## src/rtl/per_bus_pkg.sv

```systemverilog
// Shared definitions for the peripheral-bus mailbox: register map,
// STATUS / IRQ_EN bit positions, bus FSM states and a small count helper.
package per_bus_pkg;

   localparam logic [1:0] REG_STATUS = 2'd0;
   localparam logic [1:0] REG_DATA   = 2'd1;
   localparam logic [1:0] REG_IRQ_EN = 2'd2;
   localparam logic [1:0] REG_RX_CNT = 2'd3;

   localparam int ST_RX_NONEMPTY  = 0;
   localparam int ST_TX_NOT_FULL  = 1;
   localparam int ST_RX_FULL      = 2;
   localparam int ST_TX_EMPTY     = 3;
   localparam int ST_RX_UNDERFLOW = 4;
   localparam int ST_TX_OVERFLOW  = 5;

   localparam int IE_RX_NONEMPTY = 0;
   localparam int IE_TX_EMPTY    = 1;
   localparam int IE_ERROR       = 2;

   typedef enum logic [1:0] {
      S_IDLE  = 2'd0,
      S_READ  = 2'd1,
      S_WRITE = 2'd2
   } bus_state_e;

   // Occupancy as seen on the 8-bit RX_CNT register (a 256-deep FIFO holds 256).
   function automatic logic [7:0] sat_cnt8(input logic [8:0] cnt);
      return (cnt > 9'd255) ? 8'hFF : cnt[7:0];
   endfunction

endpackage

```

## src/rtl/per_bus_mailbox_if.sv

```systemverilog
// Phi2-timed peripheral bus as seen between the bus controller (master)
// and a responder such as the mailbox (slave).
interface per_bus_mailbox_if;
   logic       phi2;
   logic       cs_n;
   logic       read_write;
   logic [5:0] address;
   logic [7:0] data_in;
   logic [7:0] data_out;
   logic       data_oe;

   modport master (
      output phi2, cs_n, read_write, address, data_in,
      input  data_out, data_oe
   );

   modport slave (
      input  phi2, cs_n, read_write, address, data_in,
      output data_out, data_oe
   );
endinterface

```

## src/rtl/byte_fifo.sv

```systemverilog
// Byte-wide synchronous FIFO with registered occupancy. A push into a full
// FIFO is accepted when a pop happens in the same cycle.
module byte_fifo #(
   parameter int DEPTH = 16,
   localparam int AW   = $clog2(DEPTH)
) (
   input  logic          i_clk,
   input  logic          i_reset,
   input  logic          i_push,
   input  logic [7:0]    i_din,
   input  logic          i_pop,
   output logic [7:0]    o_dout,
   output logic          o_full,
   output logic          o_empty,
   output logic [AW:0]   o_count
);

   logic [7:0]    r_mem [DEPTH];
   logic [AW-1:0] r_wr_ptr;
   logic [AW-1:0] r_rd_ptr;
   logic [AW:0]   r_count;
   logic          w_push;
   logic          w_pop;

   assign o_full  = (r_count == (AW+1)'(DEPTH));
   assign o_empty = (r_count == '0);
   assign o_count = r_count;
   assign o_dout  = r_mem[r_rd_ptr];
   assign w_pop   = i_pop & ~o_empty;
   assign w_push  = i_push & (~o_full | w_pop);

   // Storage write; contents need no reset because occupancy gates every read.
   always_ff @(posedge i_clk) begin
      if (w_push) begin
         r_mem[r_wr_ptr] <= i_din;
      end
   end

   // Pointers wrap naturally at the power-of-two depth; count tracks push/pop.
   always_ff @(posedge i_clk) begin
      if (i_reset) begin
         r_wr_ptr <= '0;
         r_rd_ptr <= '0;
         r_count  <= '0;
      end else begin
         if (w_push) begin
            r_wr_ptr <= r_wr_ptr + AW'(1);
         end
         if (w_pop) begin
            r_rd_ptr <= r_rd_ptr + AW'(1);
         end
         case ({w_push, w_pop})
            2'b10:   r_count <= r_count + (AW+1)'(1);
            2'b01:   r_count <= r_count - (AW+1)'(1);
            default: r_count <= r_count;
         endcase
      end
   end

endmodule

```

## src/rtl/per_bus_mailbox.sv

```systemverilog
// Mailbox responder on the phi2 peripheral bus: synchronises the bus strobes,
// runs the read/write cycle FSM, decodes the 4-register window and drives the
// level interrupt. TX carries host->local bytes, RX local->host bytes.
module per_bus_mailbox
   import per_bus_pkg::*;
#(
   parameter int FIFO_DEPTH  = 16,
   parameter int SYNC_STAGES = 2,
   parameter int WR_SAMPLE   = 20
) (
   input  logic               i_clk,
   input  logic               i_reset,
   per_bus_mailbox_if.slave   io_bus,
   output logic [7:0]         o_tx_data,
   output logic               o_tx_valid,
   input  logic               i_tx_ready,
   input  logic [7:0]         i_rx_data,
   input  logic               i_rx_valid,
   output logic               o_rx_ready,
   output logic               o_irq_n
);

   localparam int CW  = $clog2(FIFO_DEPTH) + 1;
   localparam int WCW = $clog2(WR_SAMPLE + 1) + 1;

   logic [SYNC_STAGES-1:0] r_phi2_sync, r_cs_n_sync, r_rw_sync;
   logic        r_phi2_last;
   logic        w_phi2_s, w_cs_n_s, w_rw_s, w_rise, w_fall;

   bus_state_e  r_state;
   logic [1:0]  r_addr;
   logic [7:0]  r_data_out;
   logic        r_data_oe;
   logic        r_rd_empty;
   logic [WCW-1:0] r_wcnt;
   logic        r_wcap;
   logic [7:0]  r_wdata;

   logic [2:0]  r_irq_en;
   logic        r_underflow, r_overflow, r_irq_n;

   logic [7:0]  w_rx_head, w_rd_value, w_status, w_wr_byte;
   logic        w_rx_full, w_rx_empty, w_tx_full, w_tx_empty;
   logic [CW-1:0] w_rx_count, w_tx_count_unused;
   logic        w_commit_rd, w_commit_wr, w_rx_pop, w_rx_push, w_tx_pop, w_tx_push;
   logic        w_tx_push_req, w_set_uf, w_set_of;
   logic [2:0]  w_irq_src;
   logic        w_unused;

   // Upper address bits only alias the window.
   assign w_unused = ^io_bus.address[5:2];

   // Bring phi2 / cs_n / read_write into the clk domain; reset to the idle-high
   // level so a reset during a high phase cannot fake a rising edge.
   always_ff @(posedge i_clk) begin
      if (i_reset) begin
         r_phi2_sync <= '1;
         r_cs_n_sync <= '1;
         r_rw_sync   <= '1;
         r_phi2_last <= 1'b1;
      end else begin
         r_phi2_sync <= {r_phi2_sync[SYNC_STAGES-2:0], io_bus.phi2};
         r_cs_n_sync <= {r_cs_n_sync[SYNC_STAGES-2:0], io_bus.cs_n};
         r_rw_sync   <= {r_rw_sync[SYNC_STAGES-2:0], io_bus.read_write};
         r_phi2_last <= r_phi2_sync[SYNC_STAGES-1];
      end
   end

   assign w_phi2_s = r_phi2_sync[SYNC_STAGES-1];
   assign w_cs_n_s = r_cs_n_sync[SYNC_STAGES-1];
   assign w_rw_s   = r_rw_sync[SYNC_STAGES-1];
   assign w_rise   = w_phi2_s & ~r_phi2_last;
   assign w_fall   = ~w_phi2_s & r_phi2_last;

   // Bus cycle FSM: latch the access at the rise, present read data or sample
   // write data, and finish the cycle at the fall.
   always_ff @(posedge i_clk) begin
      if (i_reset) begin
         r_state    <= S_IDLE;
         r_addr     <= 2'd0;
         r_data_out <= 8'h00;
         r_data_oe  <= 1'b0;
         r_rd_empty <= 1'b0;
         r_wcnt     <= '0;
         r_wcap     <= 1'b0;
         r_wdata    <= 8'h00;
      end else begin
         case (r_state)
            S_IDLE: begin
               r_data_oe <= 1'b0;
               if (w_rise && !w_cs_n_s) begin
                  r_addr  <= io_bus.address[1:0];
                  r_wcnt  <= WCW'(1);
                  r_wcap  <= 1'b0;
                  r_state <= w_rw_s ? S_READ : S_WRITE;
               end
            end
            S_READ: begin
               if (w_fall) begin
                  r_data_oe <= 1'b0;
                  r_state   <= S_IDLE;
               end else if (!r_data_oe) begin
                  r_data_out <= w_rd_value;
                  r_data_oe  <= 1'b1;
                  r_rd_empty <= w_rx_empty;
               end
            end
            S_WRITE: begin
               if (w_fall) begin
                  r_state <= S_IDLE;
               end else if (!r_wcap) begin
                  if (r_wcnt == WCW'(WR_SAMPLE)) begin
                     r_wdata <= io_bus.data_in;
                     r_wcap  <= 1'b1;
                  end
                  r_wcnt <= r_wcnt + WCW'(1);
               end
            end
            default: r_state <= S_IDLE;
         endcase
      end
   end

   assign io_bus.data_out = r_data_out;
   assign io_bus.data_oe  = r_data_oe;

   // Side effects commit only at the fall of a cycle that actually presented data.
   assign w_commit_rd   = (r_state == S_READ) & w_fall & r_data_oe & (r_addr == REG_DATA);
   assign w_commit_wr   = (r_state == S_WRITE) & w_fall;
   assign w_wr_byte     = r_wcap ? r_wdata : io_bus.data_in;
   assign w_rx_pop      = w_commit_rd & ~r_rd_empty;
   assign w_set_uf      = w_commit_rd & r_rd_empty;
   assign w_tx_pop      = ~w_tx_empty & i_tx_ready;
   assign w_tx_push_req = w_commit_wr & (r_addr == REG_DATA);
   assign w_tx_push     = w_tx_push_req & (~w_tx_full | w_tx_pop);
   assign w_set_of      = w_tx_push_req & w_tx_full & ~w_tx_pop;
   assign o_rx_ready    = ~w_rx_full | w_rx_pop;
   assign w_rx_push     = i_rx_valid & o_rx_ready;
   assign o_tx_valid    = ~w_tx_empty;

   byte_fifo #(.DEPTH(FIFO_DEPTH)) u_tx_fifo (
      .i_clk(i_clk), .i_reset(i_reset),
      .i_push(w_tx_push), .i_din(w_wr_byte), .i_pop(w_tx_pop),
      .o_dout(o_tx_data), .o_full(w_tx_full), .o_empty(w_tx_empty),
      .o_count(w_tx_count_unused)
   );

   byte_fifo #(.DEPTH(FIFO_DEPTH)) u_rx_fifo (
      .i_clk(i_clk), .i_reset(i_reset),
      .i_push(w_rx_push), .i_din(i_rx_data), .i_pop(w_rx_pop),
      .o_dout(w_rx_head), .o_full(w_rx_full), .o_empty(w_rx_empty),
      .o_count(w_rx_count)
   );

   // STATUS image and read-data mux for the register window.
   always_comb begin
      w_status = 8'h00;
      w_status[ST_RX_NONEMPTY]  = ~w_rx_empty;
      w_status[ST_TX_NOT_FULL]  = ~w_tx_full;
      w_status[ST_RX_FULL]      = w_rx_full;
      w_status[ST_TX_EMPTY]     = w_tx_empty;
      w_status[ST_RX_UNDERFLOW] = r_underflow;
      w_status[ST_TX_OVERFLOW]  = r_overflow;
      case (r_addr)
         REG_STATUS: w_rd_value = w_status;
         REG_DATA:   w_rd_value = w_rx_empty ? 8'h00 : w_rx_head;
         REG_IRQ_EN: w_rd_value = {5'b00000, r_irq_en};
         REG_RX_CNT: w_rd_value = sat_cnt8(9'(w_rx_count));
         default:    w_rd_value = 8'h00;
      endcase
   end

   // Interrupt sources in IRQ_EN bit order.
   always_comb begin
      w_irq_src = 3'b000;
      w_irq_src[IE_RX_NONEMPTY] = ~w_rx_empty;
      w_irq_src[IE_TX_EMPTY]    = w_tx_empty;
      w_irq_src[IE_ERROR]       = r_underflow | r_overflow;
   end

   // Control registers, sticky error flags and the registered interrupt line.
   always_ff @(posedge i_clk) begin
      if (i_reset) begin
         r_irq_en    <= 3'b000;
         r_underflow <= 1'b0;
         r_overflow  <= 1'b0;
         r_irq_n     <= 1'b1;
      end else begin
         if (w_commit_wr && (r_addr == REG_IRQ_EN)) begin
            r_irq_en <= w_wr_byte[2:0];
         end
         if (w_commit_wr && (r_addr == REG_RX_CNT)) begin
            r_underflow <= 1'b0;
            r_overflow  <= 1'b0;
         end else begin
            if (w_set_uf) r_underflow <= 1'b1;
            if (w_set_of) r_overflow  <= 1'b1;
         end
         r_irq_n <= ~|(r_irq_en & w_irq_src);
      end
   end

   assign o_irq_n = r_irq_n;

endmodule

```

## src/flat_wrapper.sv

```systemverilog
// flat-port wrapper written by rule: the top's interface ports become plain ports
module per_bus_mailbox_flat import per_bus_pkg::*;
#(
   parameter int FIFO_DEPTH  = 16,
   parameter int SYNC_STAGES = 2,
   parameter int WR_SAMPLE   = 20
)
  (i_clk, i_reset, o_tx_data, o_tx_valid, i_tx_ready, i_rx_data, i_rx_valid, o_rx_ready, o_irq_n, io_bus_phi2, io_bus_cs_n, io_bus_read_write, io_bus_address, io_bus_data_in, io_bus_data_out, io_bus_data_oe);
  per_bus_mailbox_if io_bus_i ();
  input  logic i_clk;
  input  logic i_reset;
  output logic [7:0] o_tx_data;
  output logic o_tx_valid;
  input  logic i_tx_ready;
  input  logic [7:0] i_rx_data;
  input  logic i_rx_valid;
  output logic o_rx_ready;
  output logic o_irq_n;
  input wire logic [$bits(io_bus_i.phi2)-1:0] io_bus_phi2;
  input wire logic [$bits(io_bus_i.cs_n)-1:0] io_bus_cs_n;
  input wire logic [$bits(io_bus_i.read_write)-1:0] io_bus_read_write;
  input wire logic [$bits(io_bus_i.address)-1:0] io_bus_address;
  input wire logic [$bits(io_bus_i.data_in)-1:0] io_bus_data_in;
  output wire logic [$bits(io_bus_i.data_out)-1:0] io_bus_data_out;
  output wire logic [$bits(io_bus_i.data_oe)-1:0] io_bus_data_oe;
  assign io_bus_i.phi2 = io_bus_phi2;
  assign io_bus_i.cs_n = io_bus_cs_n;
  assign io_bus_i.read_write = io_bus_read_write;
  assign io_bus_i.address = io_bus_address;
  assign io_bus_i.data_in = io_bus_data_in;
  assign io_bus_data_out = io_bus_i.data_out;
  assign io_bus_data_oe = io_bus_i.data_oe;
  per_bus_mailbox #(.FIFO_DEPTH(FIFO_DEPTH), .SYNC_STAGES(SYNC_STAGES), .WR_SAMPLE(WR_SAMPLE)) u_core (.i_clk(i_clk), .i_reset(i_reset), .io_bus(io_bus_i), .o_tx_data(o_tx_data), .o_tx_valid(o_tx_valid), .i_tx_ready(i_tx_ready), .i_rx_data(i_rx_data), .i_rx_valid(i_rx_valid), .o_rx_ready(o_rx_ready), .o_irq_n(o_irq_n));
endmodule
```

## config.mk

```make
export PLATFORM = sky130hd
export DESIGN_NAME = per_bus_mailbox_flat
export DESIGN_NICKNAME = d
export VERILOG_FILES = /design/src/rtl/per_bus_pkg.sv /design/src/rtl/per_bus_mailbox_if.sv /design/src/rtl/byte_fifo.sv /design/src/rtl/per_bus_mailbox.sv /design/src/flat_wrapper.sv
export SDC_FILE = /design/constraint.sdc
export NUM_CORES = 1
export LEC_CHECK = 0
export CORE_ASPECT_RATIO = 1.75
export CORE_MARGIN = 8
export CORE_UTILIZATION = 65
export DETAILED_ROUTE_END_ITERATION = 8
export PLACE_DENSITY = 0.84
export SLEW_MARGIN = 30
export SYNTH_ARGS = -nofsm -noshare
export SYNTH_HDL_FRONTEND = slang
export SYNTH_SLANG_ARGS = --single-unit
export TNS_END_PERCENT = 30
```

## constraint.sdc

```tcl
create_clock -name i_clk -period 7.1 [get_ports i_clk]
set_clock_uncertainty 0.2 [all_clocks]
set_input_delay 1.42 -clock i_clk [delete_from_list [all_inputs] [get_ports i_clk]]
set_output_delay 1.42 -clock i_clk [all_outputs]
set_load 0.005 [all_outputs]
```

# Yosys cells after proc, flatten, opt, wreduce, memory -nomap -nowiden
# Memory sizes are Yosys's and may differ from the RTL's. A register that Yosys moved wholly into a read port is not among the register bits.
# Cells that the tools add are included.
[totals] ff_bits=68 latch_bits=0 mem_bits_rw=256 rom_bits=0 inputBits=29 output_inout_bits=20 elab_cells=134 mem_count=2
[memory_table] memory="u_core.u_rx_fifo.r_mem" words=16 width=8 read_ports=1 rd_ports_with_merged_regs=1 write_ports=1 line="byte_fifo.sv:18" rtl="logic [7:0] r_mem [DEPTH];"
[memory_table] memory="u_core.u_tx_fifo.r_mem" words=16 width=8 read_ports=1 rd_ports_with_merged_regs=1 write_ports=1 line="byte_fifo.sv:18"
[op_classes] addsub=9 multipliers=0 n_div=0 order_cmp=0 n_eq_ne=16 shift=0 n_mux=28 n_bitwise=35 reduce_logical=22
[ops] operator="8-bit case mux with 4 select lines" count=1
[ops] operator="5-bit case mux with 2 select lines" count=2
[ops] operator="1-bit bitwise AND" count=18
[ops] operator="6-bit two-way mux" count=3
[ops] operator="4-bit by 1-bit adder with 4-bit output (second input constant)" count=4
[ops] operator="4-bit two-way mux" count=4
[ops] operator="8-bit two-way mux" count=2
[ops] operator="6-bit case mux with 2 select lines" count=1
[ops] operator="1-bit NOT" count=11
[ops] operator="5-bit by 1-bit adder with 5-bit output (second input constant)" count=2
[ops] operator="2-bit == test (second input constant)" count=5
[ops] operator="5-bit == test (second input constant)" count=2
[ops] operator="5-bit logical NOT" count=2
[ops] operator="5-bit by 1-bit subtractor with 5-bit output (second input constant)" count=2
[ops] operator="1-bit two-way mux" count=9
[ops] operator="2-bit by 1-bit == test with 1-bit output (second input constant)" count=4
[ops] operator="4-bit AND reduction" count=2
[ops] operator="2-bit nonzero test" count=4
[ops] operator="6-bit by 1-bit adder with 6-bit output (second input constant)" count=1
[ops] operator="6-bit by 5-bit == test with 1-bit output (second input constant)" count=1
[ops] operator="2-bit two-way mux" count=3
[ops] operator="3-bit AND reduction" count=2
[ops] operator="1-bit bitwise OR" count=5
[ops] operator="2-bit logical NOT" count=2
[ops] operator="10 further kinds" count=18

# Depth between registers and ports, before layout
[depth] ltp_word=11 ltp_mapped=16 depth_no_buf=14

# Hierarchy
# From an unflattened synthesis, not the netlist that was laid out.
[hier_totals] hier_cells=878 hier_area_um2=13789.5
[by_module_without_submodules] mod="byte_fifo at u_core.u_tx_fifo" n_inst=1 cells_each=326 area_per_inst_um2=5858.1 seq_area_each_um2=4184.0
[by_module_without_submodules] mod="byte_fifo at u_core.u_rx_fifo" n_inst=1 cells_each=322 area_per_inst_um2=5854.4 seq_area_each_um2=4184.0
[by_module_without_submodules] mod="per_bus_mailbox" n_inst=1 cells_each=230 area_per_inst_um2=2077.0 seq_area_each_um2=840.8

# Worst setup path after synthesis
# OpenSTA, ideal clock, no wires.
[synth_path] kind="input-to-reg" from="in i_tx_ready" to="reg u_core.u_tx_fifo.r_count[4] (netlist: u_core.u_tx_fifo.o_count[4])" setup_ps=71 t_arrival_ps=3553 required_time_ps=6829 setup_slack_ps=3277 stages=10 path_buffers=0 cell_sequence="inv_1 > a311oi_4 > inv_1 > ha_1 > fa_1 > a21o_1 > a21oi_1 > xor2_1 > or3_1 > a21oi_1"
[synth_between] elab_chain_len=6 word_cells_on_any_way=10 cone_classes="eq/ne: 2; mux: 1; bitwise: 6; reduce/logical: 1"
[synth_lines] element="start: declaration" line="flat_wrapper.sv:14" rtl="input logic i_tx_ready;"
[synth_lines] element="1-bit bitwise AND (*)" line="per_bus_mailbox.sv:133" rtl="assign w_tx_pop = ~w_tx_empty & i_tx_ready;"
[synth_lines] element="1-bit bitwise OR / 1-bit bitwise AND (equally long branches)" line="per_bus_mailbox.sv:135, byte_fifo.sv:29"
[synth_lines] element="1-bit bitwise AND / 1-bit bitwise OR (equally long branches)" line="per_bus_mailbox.sv:135, byte_fifo.sv:30"
[synth_lines] element="1-bit bitwise AND" line="byte_fifo.sv:30" rtl="assign w_push = i_push & (~o_full | w_pop);"
[synth_lines] element="2-bit by 1-bit == test with 1-bit output / 2-bit == test (equally long branches)" line="byte_fifo.sv:52" rtl="case ({w_push, w_pop})"
[synth_lines] element="5-bit case mux with 2 select lines / 2-bit nonzero test (equally long branches)"
[synth_lines] element="end signal: assignment" line="byte_fifo.sv:53" rtl="2'b10: r_count <= r_count + (AW+1)'(1);"
[synth_lines] element="end signal: assignment" line="byte_fifo.sv:54" rtl="2'b01: r_count <= r_count - (AW+1)'(1);"
[synth_lines] element="end signal: assignment" line="byte_fifo.sv:55" rtl="default: r_count <= r_count;"
[synth_lines] element="end: declaration" line="byte_fifo.sv:21" rtl="logic [AW:0] r_count;"
# Every way passes the cells marked *; elsewhere a longest branch is shown, timed or not.
# A chain may end at the register's enable or synchronous reset.

==> results.md <==
- Syn Inst Count: 842
- Nets: 930
- Rel. slew slack: 33.4%
- Min-Delay Endpoint: u_core.r_cs_n_sync[1]
- Reg2Reg Setup Slack: 3.25 ns
- Setup TNS: 0 ns
- RD Place Congestion: 0.855
- Mapped Nets: 894
- DPL Wire Length: 19700 microns
- # clock sinks: 332
- VDD IR max: 236 uV
- Yosys top cell area share: 56.7%
- Primary FF master, synth: edfxtp_1
- Worst Hold Depth: 1
- R2R depth: 12
- Area contributors post-synth: edfxtp_1 57%, mux4_2 12%, dfxtp_1 11%
- Ant diodes: 0
- Number of global-route vias before repair: 8029
- Unique masters post-synth: 58
- Die ar.: 25900 sq um
- Synth warnings: 0
- Pleak: 4.77 nW
- Arrival time worst endpoint: 2.96 ns
- Synth area leader: edfxtp_1
- Crit-path slowest cell: dfxtp_4
- Share of layout cells above drive strength 1: 18.7%
- Asr flop ratio synth: 0%
- Clk Latency, worst-skew pair: 0.54 ns
- Initial Util: 65.6%
- Setup Viol. Count Final: 0
- Hold WC Path Type: flip-flop to flip-flop
- I/O pins: 49
- First-pass GRT wire length: 45700 microns
- First-iteration detailed-routing DRC count: 612
- Worst path cell trace: mux4_2 > mux4_2 > clkdlybuf4s50_1
- Final wirelength: 30000 microns
- Area Overhead vs Synth: 11.4%
- R2r endpoint: u_core.u_rx_fifo.o_count[4]
- CP Max Fanout: 32
- Tcrit/Tclk final: 64.5%
- RR Startpoint: u_core.r_addr[0]
- Largest stage delay, worst path: 0.76 ns
- Die W: 125 microns
- Remaining DRCs: 0
- EDFF count, synth: 256
- Core area: 20700 sq um
- Max-slew violations: 0
- Unrepaired setup endpoints after global routing: false
- Gr ovfl total: 0
- Most used cell, CP: mux4_2
- Clock Tree Root: clkbuf_16
- Post-CTS Hold Fix Bufs: 0
- HP Start: u_core.r_cs_n_sync[0]
- Design Area, Final: 15100 sq um
- Tmin final: 4.58 ns
- All-Layer GR Usage: 23.5%
- Synth Cell Area: 13500 sq um
- Initial antenna violation count: 0
- Crit path buf inv count: 1
- FP Rows: 70
- Fmax: 218 MHz
- Register area share after synthesis: 68.0%
- Commonest cells after routing, fill and taps aside: 256 x edfxtp_1, 82 x nor2_1, 74 x dfxtp_1
- Num CTS Buffers: 27
- Worst path top cell family by delay: multiplexers
- Buffers on Ports: 44
- CTS tree: yes
- MaxCap Viol Count: 0
- Pre-Repair DR Iteration Count: 5
- PostCTS Resize Cnt: 0
- Mean routed wirelength per cell: 26.1 microns
- Synthesized area per cell: 16.1 sq um
- Startpoint Class: flip-flop
- Height of the die: 207 microns
- Clk slew on worst S/H paths: 0.07 ns
- Worst-Margin Slew: 0.995 ns
- Clk buf depth: 3
- Cell Area, Placed: 14200 sq um
- Vias: 7524
- Fin. Hold Viols: 0
- Vias per inst: 6.54
- Post-DRT Antenna Nets: 0
- Status: finished clean
- Post-CTS Setup Bufs: 0
- H-tree depth: 1
- WS Path Type: flip-flop to output port
- Nature of the critical path endpoint: output port
- Commonest non-fill, non-tap cell in the layout: edfxtp_1
- Power Density: 248 nW/um^2
- Largest net degree at the start of global routing: 69
- CP required: 5.48 ns
- Register bit total from synthesis: 332
how the worst max path moves through the flow:
stage | startpoint | end | slack [ns] | cells past startpoint
floorplan | i_tx_ready | u_core.u_tx_fifo.o_count[4] | 3.28 | 10
global placement | i_tx_ready | u_core.u_tx_fifo.o_count[4] | 2.50 | 11
detailed placement | i_tx_ready | u_core.u_tx_fifo.o_count[4] | 2.42 | 11
CTS | flip-flop | o_tx_data[6] | 2.46 | 3
global route | flip-flop | o_tx_data[6] | 2.39 | 3
finish | flip-flop | o_tx_data[6] | 2.52 | 3
worst register-to-register path: cells and delay by family (launching register included):
| family | cells | cell delay [ns] |
|---|---|---|
| adders and majority gates | 2 | 0.50 |
| DFF | 1 | 0.58 |
| buffers and inverters | 1 | 0.09 |
| xor gates and xnor gates | 1 | 0.18 |
| AOI/OAI and AO/OA | 4 | 1.26 |
| and+or+nand+nor | 4 | 0.93 |
cell families (layout without fill, tap and decap cells):
group,count (synthesis),after routing,synth area share (%)
adder cells (fa/ha/maj),23,23,2.18
flip-flops,332,332,68.0
AND/OR/NAND/NOR,219,219,7.68
AO/OA/AOI/OAI,77,77,4.16
buffers and inverters,66,122,2.42
multiplexers,102,102,14.1
XOR/XNOR,23,23,1.49
layout make-up:
type                    count  area (sq um)
multi-input cells         444          4080
clock buffers              30           697
clock inverters            19           205
repair buffers             52           498
well taps                 252           315
inverters                  21          83.8
flip-flops and latches    332          9220
fillers                  1225          5570
stage by stage:
| step | hold slack (ns) | total power, mW | setup WS (ns) | std cells | utilization [%] |
|---|---|---|---|---|---|
| after CTS | 0.231 | 3.75 | 2.46 | 1150 | 72.9 |
| final | 0.228 | 3.74 | 2.52 | 1150 | 73.1 |
| after global routing | 0.242 | 3.83 | 2.39 | 1150 | 73.1 |
| after global placement | 0.200 | 2.24 | 2.50 | 1101 | 68.4 |
| after floorplan | 0.189 | 2.20 | 3.28 | 842 | - |
| after detailed placement | 0.211 | 2.25 | 2.42 | 1101 | 68.6 |
registers in the layout, indices dropped and copies added (netlist names), 5 cells and up, named ones only:
name	cells
u_core.u_tx_fifo.o_count	5
u_core.u_tx_fifo.r_mem	128
u_core.r_wdata	8
u_core.u_rx_fifo.r_mem	128
u_core.u_rx_fifo.o_count	5
u_core.io_bus.data_out	8
u_core.r_wcnt	6
cell usage after synthesis, drive strengths merged, types with 3 or more instances:
cell type,n
edfxtp,256
nor2,95
dfxtp,76
mux4,70
nand2,38
buf,28
a21oi,27
ha,22
mux2i,21
inv,20
nand3,18
nor3,18
clkbuf,17
xor2,13
mux2,11
o21ai,10
xnor2,10
nand2b,9
nor2b,9
a22oi,7
or2,7
a211oi,5
a2111oi,4
a31oi,4
nand3b,4
nand4,4
nor4,4
a21o,3
and3,3
power by group:
| part | switching [mW] | internal [mW] | leakage, nW |
|---|---|---|---|
| sequential | 0.00984 | 2.10 | 2.92 |
| combinational | 0.0603 | 0.0336 | 1.41 |
| clock | 0.681 | 0.857 | 0.440 |
| total | 0.752 | 2.99 | 4.77 |
layer usage:
layer	track usage, %	vias up	wire length [microns]
met2	45.9	349	17000
li1	-	3287	-
met3	2.98	92	1460
met4	13.9	0	1590
met1	23.3	3796	10000
met5	0	-	0
(Power assumes the default switching activity.)
